$ cat src/rtl/control_fsm.sv
//------------------------------------------------------------------------------
// control_fsm
// Multicycle CPU control FSM: Moore state machine that sequences fetch, decode,
// memory access, ALU execute and branch, and counts retired instructions.
// Optional feature macro: ILLEGAL_TRAP_EN (illegal opcode traps until reset).
// Revision: 1.0 - initial release
//------------------------------------------------------------------------------
`default_nettype none

module control_fsm (
  input  logic        clk,
  input  logic        reset,
  input  logic [6:0]  opcode,
  input  logic        mem_ready,
  output logic        PCWrite,
  output logic        PCWriteCond,
  output logic        IorD,
  output logic        MemRead,
  output logic        MemWrite,
  output logic        MemtoReg,
  output logic        IRWrite,
  output logic        ALUSrcA,
  output logic        PCSource,
  output logic        RegWrite,
  output logic [1:0]  ALUSrcB,
  output logic [1:0]  ALUop,
  output logic [3:0]  state,
  output logic [15:0] instr_count,
  output logic        illegal
);

  localparam logic [6:0] c_OP_LD  = 7'b0000011;
  localparam logic [6:0] c_OP_SB  = 7'b0100011;
  localparam logic [6:0] c_OP_R   = 7'b0110011;
  localparam logic [6:0] c_OP_I   = 7'b0010011;
  localparam logic [6:0] c_OP_BEQ = 7'b1100011;

  typedef enum logic [3:0] {
    S_FETCH   = 4'd0,
    S_DECODE  = 4'd1,
    S_MEMADDR = 4'd2,
    S_MEMRD   = 4'd3,
    S_MEMWB   = 4'd4,
    S_MEMWR   = 4'd5,
    S_EXEC    = 4'd6,
    S_ALUWB   = 4'd7,
    S_BRANCH  = 4'd8,
    S_EXECI   = 4'd9,
    S_TRAP    = 4'd15
  } state_t;

  state_t      r_state;
  state_t      w_next;
  logic [15:0] r_instr_count;
  logic        w_retire;

  always_ff @(posedge clk) begin
    if (reset) begin
      r_state       <= S_FETCH;
      r_instr_count <= 16'd0;
    end else begin
      r_state <= w_next;
      if (w_retire) begin
        r_instr_count <= r_instr_count + 16'd1;
      end
    end
  end

  always_comb begin
    w_next      = r_state;
    w_retire    = 1'b0;
    PCWrite     = 1'b0;
    PCWriteCond = 1'b0;
    IorD        = 1'b0;
    MemRead     = 1'b0;
    MemWrite    = 1'b0;
    MemtoReg    = 1'b0;
    IRWrite     = 1'b0;
    ALUSrcA     = 1'b0;
    PCSource    = 1'b0;
    RegWrite    = 1'b0;
    ALUSrcB     = 2'b00;
    ALUop       = 2'b00;
    case (r_state)
      S_FETCH: begin
        MemRead = 1'b1;
        ALUSrcB = 2'b01;
        IRWrite = mem_ready;
        PCWrite = mem_ready;
        if (mem_ready) w_next = S_DECODE;
      end
      S_DECODE: begin
        // Branch target is computed speculatively while the opcode is decoded.
        ALUSrcB = 2'b11;
        case (opcode)
          c_OP_LD, c_OP_SB: w_next = S_MEMADDR;
          c_OP_R:           w_next = S_EXEC;
          c_OP_I:           w_next = S_EXECI;
          c_OP_BEQ:         w_next = S_BRANCH;
`ifdef ILLEGAL_TRAP_EN
          default:          w_next = S_TRAP;
`else
          default:          w_next = S_FETCH;
`endif
        endcase
      end
      S_MEMADDR: begin
        ALUSrcA = 1'b1;
        ALUSrcB = 2'b10;
        w_next  = (opcode == c_OP_SB) ? S_MEMWR : S_MEMRD;
      end
      S_MEMRD: begin
        MemRead = 1'b1;
        IorD    = 1'b1;
        if (mem_ready) w_next = S_MEMWB;
      end
      S_MEMWB: begin
        RegWrite = 1'b1;
        MemtoReg = 1'b1;
        w_retire = 1'b1;
        w_next   = S_FETCH;
      end
      S_MEMWR: begin
        MemWrite = 1'b1;
        IorD     = 1'b1;
        if (mem_ready) begin
          w_retire = 1'b1;
          w_next   = S_FETCH;
        end
      end
      S_EXEC: begin
        ALUSrcA = 1'b1;
        ALUop   = 2'b10;
        w_next  = S_ALUWB;
      end
      S_EXECI: begin
        ALUSrcA = 1'b1;
        ALUSrcB = 2'b10;
        ALUop   = 2'b11;
        w_next  = S_ALUWB;
      end
      S_ALUWB: begin
        RegWrite = 1'b1;
        w_retire = 1'b1;
        w_next   = S_FETCH;
      end
      S_BRANCH: begin
        ALUSrcA     = 1'b1;
        ALUop       = 2'b01;
        PCWriteCond = 1'b1;
        PCSource    = 1'b1;
        w_retire    = 1'b1;
        w_next      = S_FETCH;
      end
`ifdef ILLEGAL_TRAP_EN
      S_TRAP:  w_next = S_TRAP;
`endif
      default: w_next = S_FETCH;
    endcase
    // Reset silences the datapath immediately, not just from the next edge.
    if (reset) begin
      PCWrite     = 1'b0;
      PCWriteCond = 1'b0;
      IorD        = 1'b0;
      MemRead     = 1'b0;
      MemWrite    = 1'b0;
      MemtoReg    = 1'b0;
      IRWrite     = 1'b0;
      ALUSrcA     = 1'b0;
      PCSource    = 1'b0;
      RegWrite    = 1'b0;
      ALUSrcB     = 2'b00;
      ALUop       = 2'b00;
    end
  end

  assign state       = r_state;
  assign instr_count = r_instr_count;

`ifdef ILLEGAL_TRAP_EN
  assign illegal = (r_state == S_TRAP);
`else
  assign illegal = 1'b0;
`endif

endmodule

`default_nettype wire

$ cat config.mk
export PLATFORM = sky130hd
export DESIGN_NAME = control_fsm
export DESIGN_NICKNAME = d
export VERILOG_FILES = /design/src/rtl/control_fsm.sv
export SDC_FILE = /design/constraint.sdc
export NUM_CORES = 1
export LEC_CHECK = 0
export CORE_MARGIN = 4
export CORE_UTILIZATION = 45
export DETAILED_ROUTE_END_ITERATION = 6
export HOLD_SLACK_MARGIN = 0.03
export MAX_ROUTING_LAYER = met4
export PLACE_DENSITY = 0.86
export RECOVER_POWER = 100
export SLEW_MARGIN = 20
export SYNTH_ARGS = -nofsm -noshare
export SYNTH_HDL_FRONTEND = slang
export SYNTH_SLANG_ARGS = --single-unit
$ cat constraint.sdc
create_clock -name clk -period 2.59 [get_ports clk]
set_input_delay 0.777 -clock clk [delete_from_list [all_inputs] [get_ports clk]]
set_output_delay 0.777 -clock clk [all_outputs]
set_load 0.005 [all_outputs]
==> results of run 1 <==
[state kept, by name (all words and copies together), names as in the netlist]
name         cells
instr_count     16
state            4
[timing repair]
| action | 4_1_cts | 5_1_grt |
|---|---|---|
| setup endpoints to repair | 14 | 4 |
| pin swaps | 2 | 2 |
| gates resized for setup | 33 | 2 |
[per-stage QoR]
step	setup WS (ns)	instances	power (mW)
after detailed placement	-0.526	240	0.398
after CTS	0.00989	244	0.649
final	0.0709	244	0.644
after global placement	-0.547	240	0.396
after global routing	0.00623	244	0.670
after floorplan	0.305	168	0.355
[layout by cell type (no fill, tap or decap), types with 6 or more instances in the layout]
cell type        synthesis  layout
nor3_1                   9       6
dfxtp_1                 20      17
dlygate4sd3_1            0      17
nor2_1                  10       9
o21ai_0                  8       8
o31ai_1                  6       6
a21oi_1                 14      14
dlygate4sd2_1            0      12
or4_1                    6       6
or3_1                    7       7
buf_4                    3       9
clkdlybuf4s50_1          0      11
nand2_1                  6       6
nand3_1                  6       6
[cell usage after synthesis, drive strengths merged (2+ instances only)]
master / number / area, sq um
nor3b: 2 / 15.0
mux2: 2 / 22.5
and3: 4 / 25.0
a21oi: 14 / 70.1
o31ai: 6 / 45.0
nand2: 6 / 22.5
or4: 6 / 45.0
dfxtp: 20 / 400
nor3: 9 / 45.0
nor2: 10 / 37.5
clkbuf: 7 / 26.3
nand3: 6 / 30.0
nor4b: 4 / 35.0
nand2b: 6 / 37.5
buf: 10 / 61.3
nor2b: 4 / 25.0
o21ai: 8 / 40.0
nand4: 4 / 25.0
or3: 7 / 43.8
inv: 5 / 18.8
a31oi: 2 / 12.5
nor4: 3 / 18.8
[power breakdown]
part	switching (mW)	total [mW]	leakage (nW)	internal, mW
clock	0.100	0.257	0.0279	0.157
combinational	0.0346	0.0737	0.541	0.0391
sequential	0.00480	0.313	0.163	0.308
[layer usage]
metal	vias to the layer above	GRT usage [%]	share of wire, %
li1	714	-	-
met1	700	26.6	44
met2	49	35.1	50
met3	7	3.51	4.7
met4	0	9.70	1.8
met5	-	-	0
[cell families (layout without fill, tap and decap cells)]
family | after synthesis | in the layout | synth area share, %
adder cells (fa/ha/maj) | 1 | 1 | 0.964
XOR/XNOR | 2 | 2 | 1.35
other | 1 | 1 | 0.289
AO/OA/AOI/OAI | 42 | 42 | 20.6
AND/OR/NAND/NOR | 77 | 77 | 35.2
multiplexers | 3 | 3 | 2.51
buffers and inverters | 22 | 67 | 8.20
flip-flops | 20 | 20 | 30.9
[worst min-delay path, stage by stage (launching register included)]
cell	delay [ns]
dfxtp_1	0.34
o31ai_1	0.06
a21oi_1	0.06
[final cells by class]
cell class	count	share of cell area, %
Clock buffer	3	1.22
Clock inverter	1	1.62
Inverter	5	1.01
Multi-Input combinational cell	126	44.5
Sequential cell	20	22.0
Tap cell	31	2.10
Timing Repair Buffer	58	27.5
[worst paths after layout]
kind | to | slack (ns)
max | PCWrite | 0.07
max reg2reg | instr_count[3] | 0.41
min reg2reg | instr_count[15] | 0.50
min | instr_count[15] | 0.50
==> results.py, run 1 <==
metrics = {
    "status": {
        "run_status": "completed",
    },
    "hold_path": {
        "worst_hold_path_startpoint": "instr_count[15]",
        "min_path_type": "flip-flop to flip-flop",
        "timing.hold.worst_path_depth": 2,
    },
    "placed_design": {
        "place_congestion": 0.871,
        "placement.cell_area_sq_um": 1820,
        "post-dp-hpwl_mm": 2.72,
        "io_buffers": 43,
    },
    "detailed_routing": {
        "drt_pass1_iterations": 4,
        "wl_per_cell_um": 15.0,
        "via_count": 1470,
        "drt_wl_total_mm": 3.66,
        "vias_per_cell": 6.02,
        "detail_route.drc_violations": 0,
        "drt_first_iter_violations": 75,
        "route.antenna.remaining_nets": 0,
    },
    "critical_path": {
        "crit_path_cell_trace": "clkdlybuf4s50_1, inv_1, nor4b_2, buf_2",
        "worstRegToRegCells": 7,
        "reg2reg_from": "state[0]",
        "cpLargestDelayFamily": "buffers and inverters",
        "path_depth": 4,
        "slowest_stage": "clkdlybuf4s50_1",
        "critPathArrivalTime_ns": 1.74,
        "crit_required_ns": 1.81,
        "critical_path.endpoint_type": "output port",
        "slowest_cell_delay_on_critical_path_ns": 0.48,
        "timing.setup.critical_path_class": "input port to output port",
        "setup.worst_path.start_class": "input port",
        "worstPathBufferInverterCount": 3,
        "worstPathMaxFanout": 2,
        "crit_path_start": "mem_ready",
    },
    "global_routing": {
        "antenna_found_initial": 0,
        "grt_max_degree": 22,
        "track_usage_pct": 21.8,
        "grt_first_pass_wirelength_mm": 6.21,
        "grt_overflow_total": 0,
        "grt_pass1_vias": 1423,
    },
    "clocking": {
        "post-cts-setup-buffer-count": 0,
        "max-clock-path-buffers": 2,
        "root_buffer": "clkbuf_4",
        "clock_latency_ns": 0.31,
        "clkSlewWorstSetupHoldPaths_ns": 0.12,
        "postCtsHoldBufs": 0,
        "cts-buffers-inserted": 3,
        "tritoncts": "done",
        "cts_sinks": 20,
        "htree_levels": 1,
    },
    "synthesis": {
        "syn-cell-area_sq_um": 1300,
        "sequential_share_of_the_synthesized_area_pct": 30.9,
        "yosys_warnings": 0,
        "postSynthNetCount": 179,
        "number_of_enable_type_register_cells_in_the_synthesized_netlist": 0,
        "synth_async_sr_flop_share_pct": 0,
        "synth_ff_type": "dfxtp_1",
        "yosys_register_bits": 20,
        "netlist_instances": 168,
        "postSynthAreaPerCell_sq_um": 7.72,
        "netlist-cell-type-count": 49,
    },
    "final_layout": {
        "multi_input_comb_area_sq_um": 823,
        "final_layout_size_suffix_gt1_share_pct": 15.5,
        "utilization_pct": 67.1,
        "layout.area.seq_sq_um": 407,
        "antenna_cells_inserted": 0,
        "fillCellCount": 260,
        "flow.area_growth_from_synthesis_pct": 42.5,
        "nNetsFinal": 225,
        "finalInstanceArea_sq_um": 1850,
    },
    "timing": {
        "hold_viol": 0,
        "maxClockFrequency_mhz": 397,
        "min_period_over_period_pct": 97.3,
        "setup_viol": 0,
        "final_period_minus_worst_setup_slack_ns": 2.52,
        "hold_slack_ns": 0.495,
        "max_clock_skew_ns": 0.0106,
        "rsz0062_at_grt": "false",
        "final_layout_setup_total_negative_slack_ns": 0,
        "timing.final.max_slew_violations": 0,
    },
    "power_and_ir_drop": {
        "power_per_cell_area_nw_per_um2": 348,
        "peakVddDrop_uv": 433,
        "leakagePower_nw": 0.732,
    },
    "floorplan": {
        "initial_standard_cell_utilization_of_the_core_pct": 47.1,
        "fp-row-count": 19,
        "dieHeight_um": 61.7,
        "floorplan.die.width_um": 61.7,
        "design.die.area_sq_um": 3810,
        "io_pins": 45,
        "core_area_sq_um": 2760,
    },
    "job": {
        "maxCapViolCount": 0,
    },
}
Power figures use the tool's default switching activity.
==> inputs of run 2 (changes only) <==
--- a/config.mk
+++ b/config.mk
@@ -5,6 +5,7 @@
 export SDC_FILE = /design/constraint.sdc
 export NUM_CORES = 1
 export LEC_CHECK = 0
+export CORE_ASPECT_RATIO = 1.5
 export CORE_MARGIN = 4
 export CORE_UTILIZATION = 45
 export DETAILED_ROUTE_END_ITERATION = 6
==> run 2 against run 1 <==
Sequential share of layout area down 1.0 points. Global-route usage increased by 1.8 points. Maximum frequency up 0.17%. Clock power down 7%. Cell count is 4.9% higher. Largest power group unchanged.
==> results.py, run 2 (synthesis gave the netlist of run 1 again) <==
metrics = {
    "status": {
        "run_status": "completed",
    },
    "global_routing": {
        "antenna_found_initial": 0,
        "grt_overflow_total": 0,
        "grt_first_pass_wirelength_mm": 6.70,
        "track_usage_pct": 23.5,
        "grt_max_degree": 15,
        "grt_pass1_vias": 1501,
    },
    "hold_path": {
        "timing.hold.worst_path_depth": 2,
        "worst_hold_path_startpoint": "instr_count[15]",
        "min_path_type": "flip-flop to flip-flop",
        "timing.hold.worst_endpoint": "instr_count[15]",
    },
    "floorplan": {
        "core_area_sq_um": 2730,
        "dieHeight_um": 73.8,
        "floorplan.die.width_um": 51.8,
        "io_pins": 45,
        "fp-row-count": 23,
        "initial_standard_cell_utilization_of_the_core_pct": 47.5,
        "design.die.area_sq_um": 3820,
    },
    "detailed_routing": {
        "met3WireLength_um": 197,
        "route.met2.wl_mm": 2.28,
        "drt_pass1_iterations": 4,
        "route.layer.met1.wl_mm": 1.41,
        "route.antenna.remaining_nets": 0,
        "top_signal_layer_used": "met4",
        "wl_per_cell_um": 15.6,
        "drt_first_iter_violations": 54,
        "via_count": 1507,
        "detail_route.drc_violations": 0,
        "drt_wl_total_mm": 4.00,
        "vias_per_cell": 5.89,
    },
    "placed_design": {
        "post-dp-hpwl_mm": 2.96,
        "place_congestion": 0.933,
        "io_buffers": 43,
        "placement.cell_area_sq_um": 1810,
        "pre_cts_slack_ns": -0.598,
        "dp_cells": 246,
    },
    "final_layout": {
        "antenna_cells_inserted": 0,
        "non_filler_instance_count_after_layout": 256,
        "utilization_pct": 70.4,
        "largest_register_ffs": 16,
        "final_layout_size_suffix_gt1_share_pct": 16.0,
        "flow.area_growth_from_synthesis_pct": 48.4,
        "finalInstanceArea_sq_um": 1930,
        "final_cell_mix": "dlygate4sd3_1, dfxtp_1, buf_4",
        "nNetsFinal": 231,
    },
    "power_and_ir_drop": {
        "peakVddDrop_uv": 208,
        "p_int_uw": 490,
        "power.sequential.fraction_pct": 49.0,
        "comb_power_share_pct": 13.6,
        "switching_share_pct": 22.9,
        "leakagePower_nw": 0.770,
        "power.clock.fraction_pct": 37.4,
        "p_sw_uw": 145,
        "power_per_cell_area_nw_per_um2": 330,
    },
    "timing": {
        "final_period_minus_worst_setup_slack_ns": 2.51,
        "maxClockFrequency_mhz": 398,
        "hold_viol": 0,
        "setup_viol": 0,
        "min_period_over_period_pct": 97.1,
        "max_clock_skew_ns": 0.00119,
        "final_critical_path_setup_slack_ns": 0.0751,
        "final_layout_setup_total_negative_slack_ns": 0,
        "timing.final.max_slew_violations": 0,
        "rsz0062_at_grt": "false",
    },
    "critical_path": {
        "reg2reg_from": "state[2]",
        "timing.setup.critical_path_class": "input port to output port",
        "crit_required_ns": 1.81,
        "critical_path.reg2reg.endpoint": "instr_count[11]",
        "critical_path.endpoint_type": "output port",
        "register_to_register_setup_slack_ns": 0.45,
        "worstPathMaxFanout": 4,
        "worstRegToRegCells": 5,
        "critPathArrivalTime_ns": 1.74,
        "setup.worst_path.start_class": "input port",
    },
    "job": {
        "maxCapViolCount": 0,
    },
    "clocking": {
        "clock_latency_ns": 0.26,
        "root_buffer": "clkbuf_8",
        "max-clock-path-buffers": 2,
        "cts-buffers-inserted": 3,
        "postCtsHoldBufs": 0,
        "tritoncts": "done",
        "htree_levels": 1,
        "clkSlewWorstSetupHoldPaths_ns": 0.07,
        "cts_sinks": 20,
    },
}
[run 2: per-stage QoR]
step,hold slack [ns],total power [mW]
finish,0.483,0.635
global route,0.537,0.652
CTS,0.496,0.640
detailed placement,0.486,0.397
global placement,0.461,0.396
floorplan,0.468,0.355
[run 2: final cells by class]
| cell class | instances | area [sq um] |
|---|---|---|
| repair buffers | 64 | 563 |
| multi-input cells | 126 | 838 |
| flip-flops and latches | 20 | 404 |
| well taps | 37 | 46.3 |
| clock buffers | 4 | 55.1 |
| inverters | 5 | 18.8 |
| fillers | 230 | 808 |
[run 2: routing by layer]
layer / up-vias / GRT usage (%)
met5: - / -
met2: 55 / 46.0
li1: 725 / -
met3: 9 / 1.42
met1: 718 / 22.7
met4: 0 / 10.2
[run 2: worst max-delay path: stages]
cell and delay, ns:
clkdlybuf4s15_2 0.23, nor3_2 0.23, buf_4 0.15, nor4b_4 0.20, clkbuf_1 0.15
[run 2: how the worst max path moves through the flow]
stage | cells after the start | startpoint | endpoint | slack [ns]
after global routing | 5 | reset | RegWrite | 0.03
final | 5 | reset | PCWrite | 0.08
after global placement | 4 | reset | PCWrite | -0.49
after detailed placement | 4 | reset | PCWrite | -0.60
after CTS | 4 | reset | ALUop[1] | 0.01
after floorplan | 3 | reset | PCWrite | 0.31
[run 2: repair_timing]
action / 4_1_cts / 5_1_grt
pin swaps: 2 / 0
setup buffers: 5 / 0
gates resized for setup: 37 / 5
setup endpoints to repair: 14 / 1
gates cloned: 1 / 0
[run 2: power groups by stage]
| stage | Combinational (mW) | Sequential [mW] | Clock, mW |
|---|---|---|---|
| after floorplan | 0.0373 | 0.317 | 0 |
| after global placement | 0.0766 | 0.319 | 0 |
| after detailed placement | 0.0787 | 0.319 | 0 |
| after CTS | 0.0870 | 0.312 | 0.242 |
| after global routing | 0.0936 | 0.311 | 0.247 |
| final | 0.0866 | 0.311 | 0.238 |
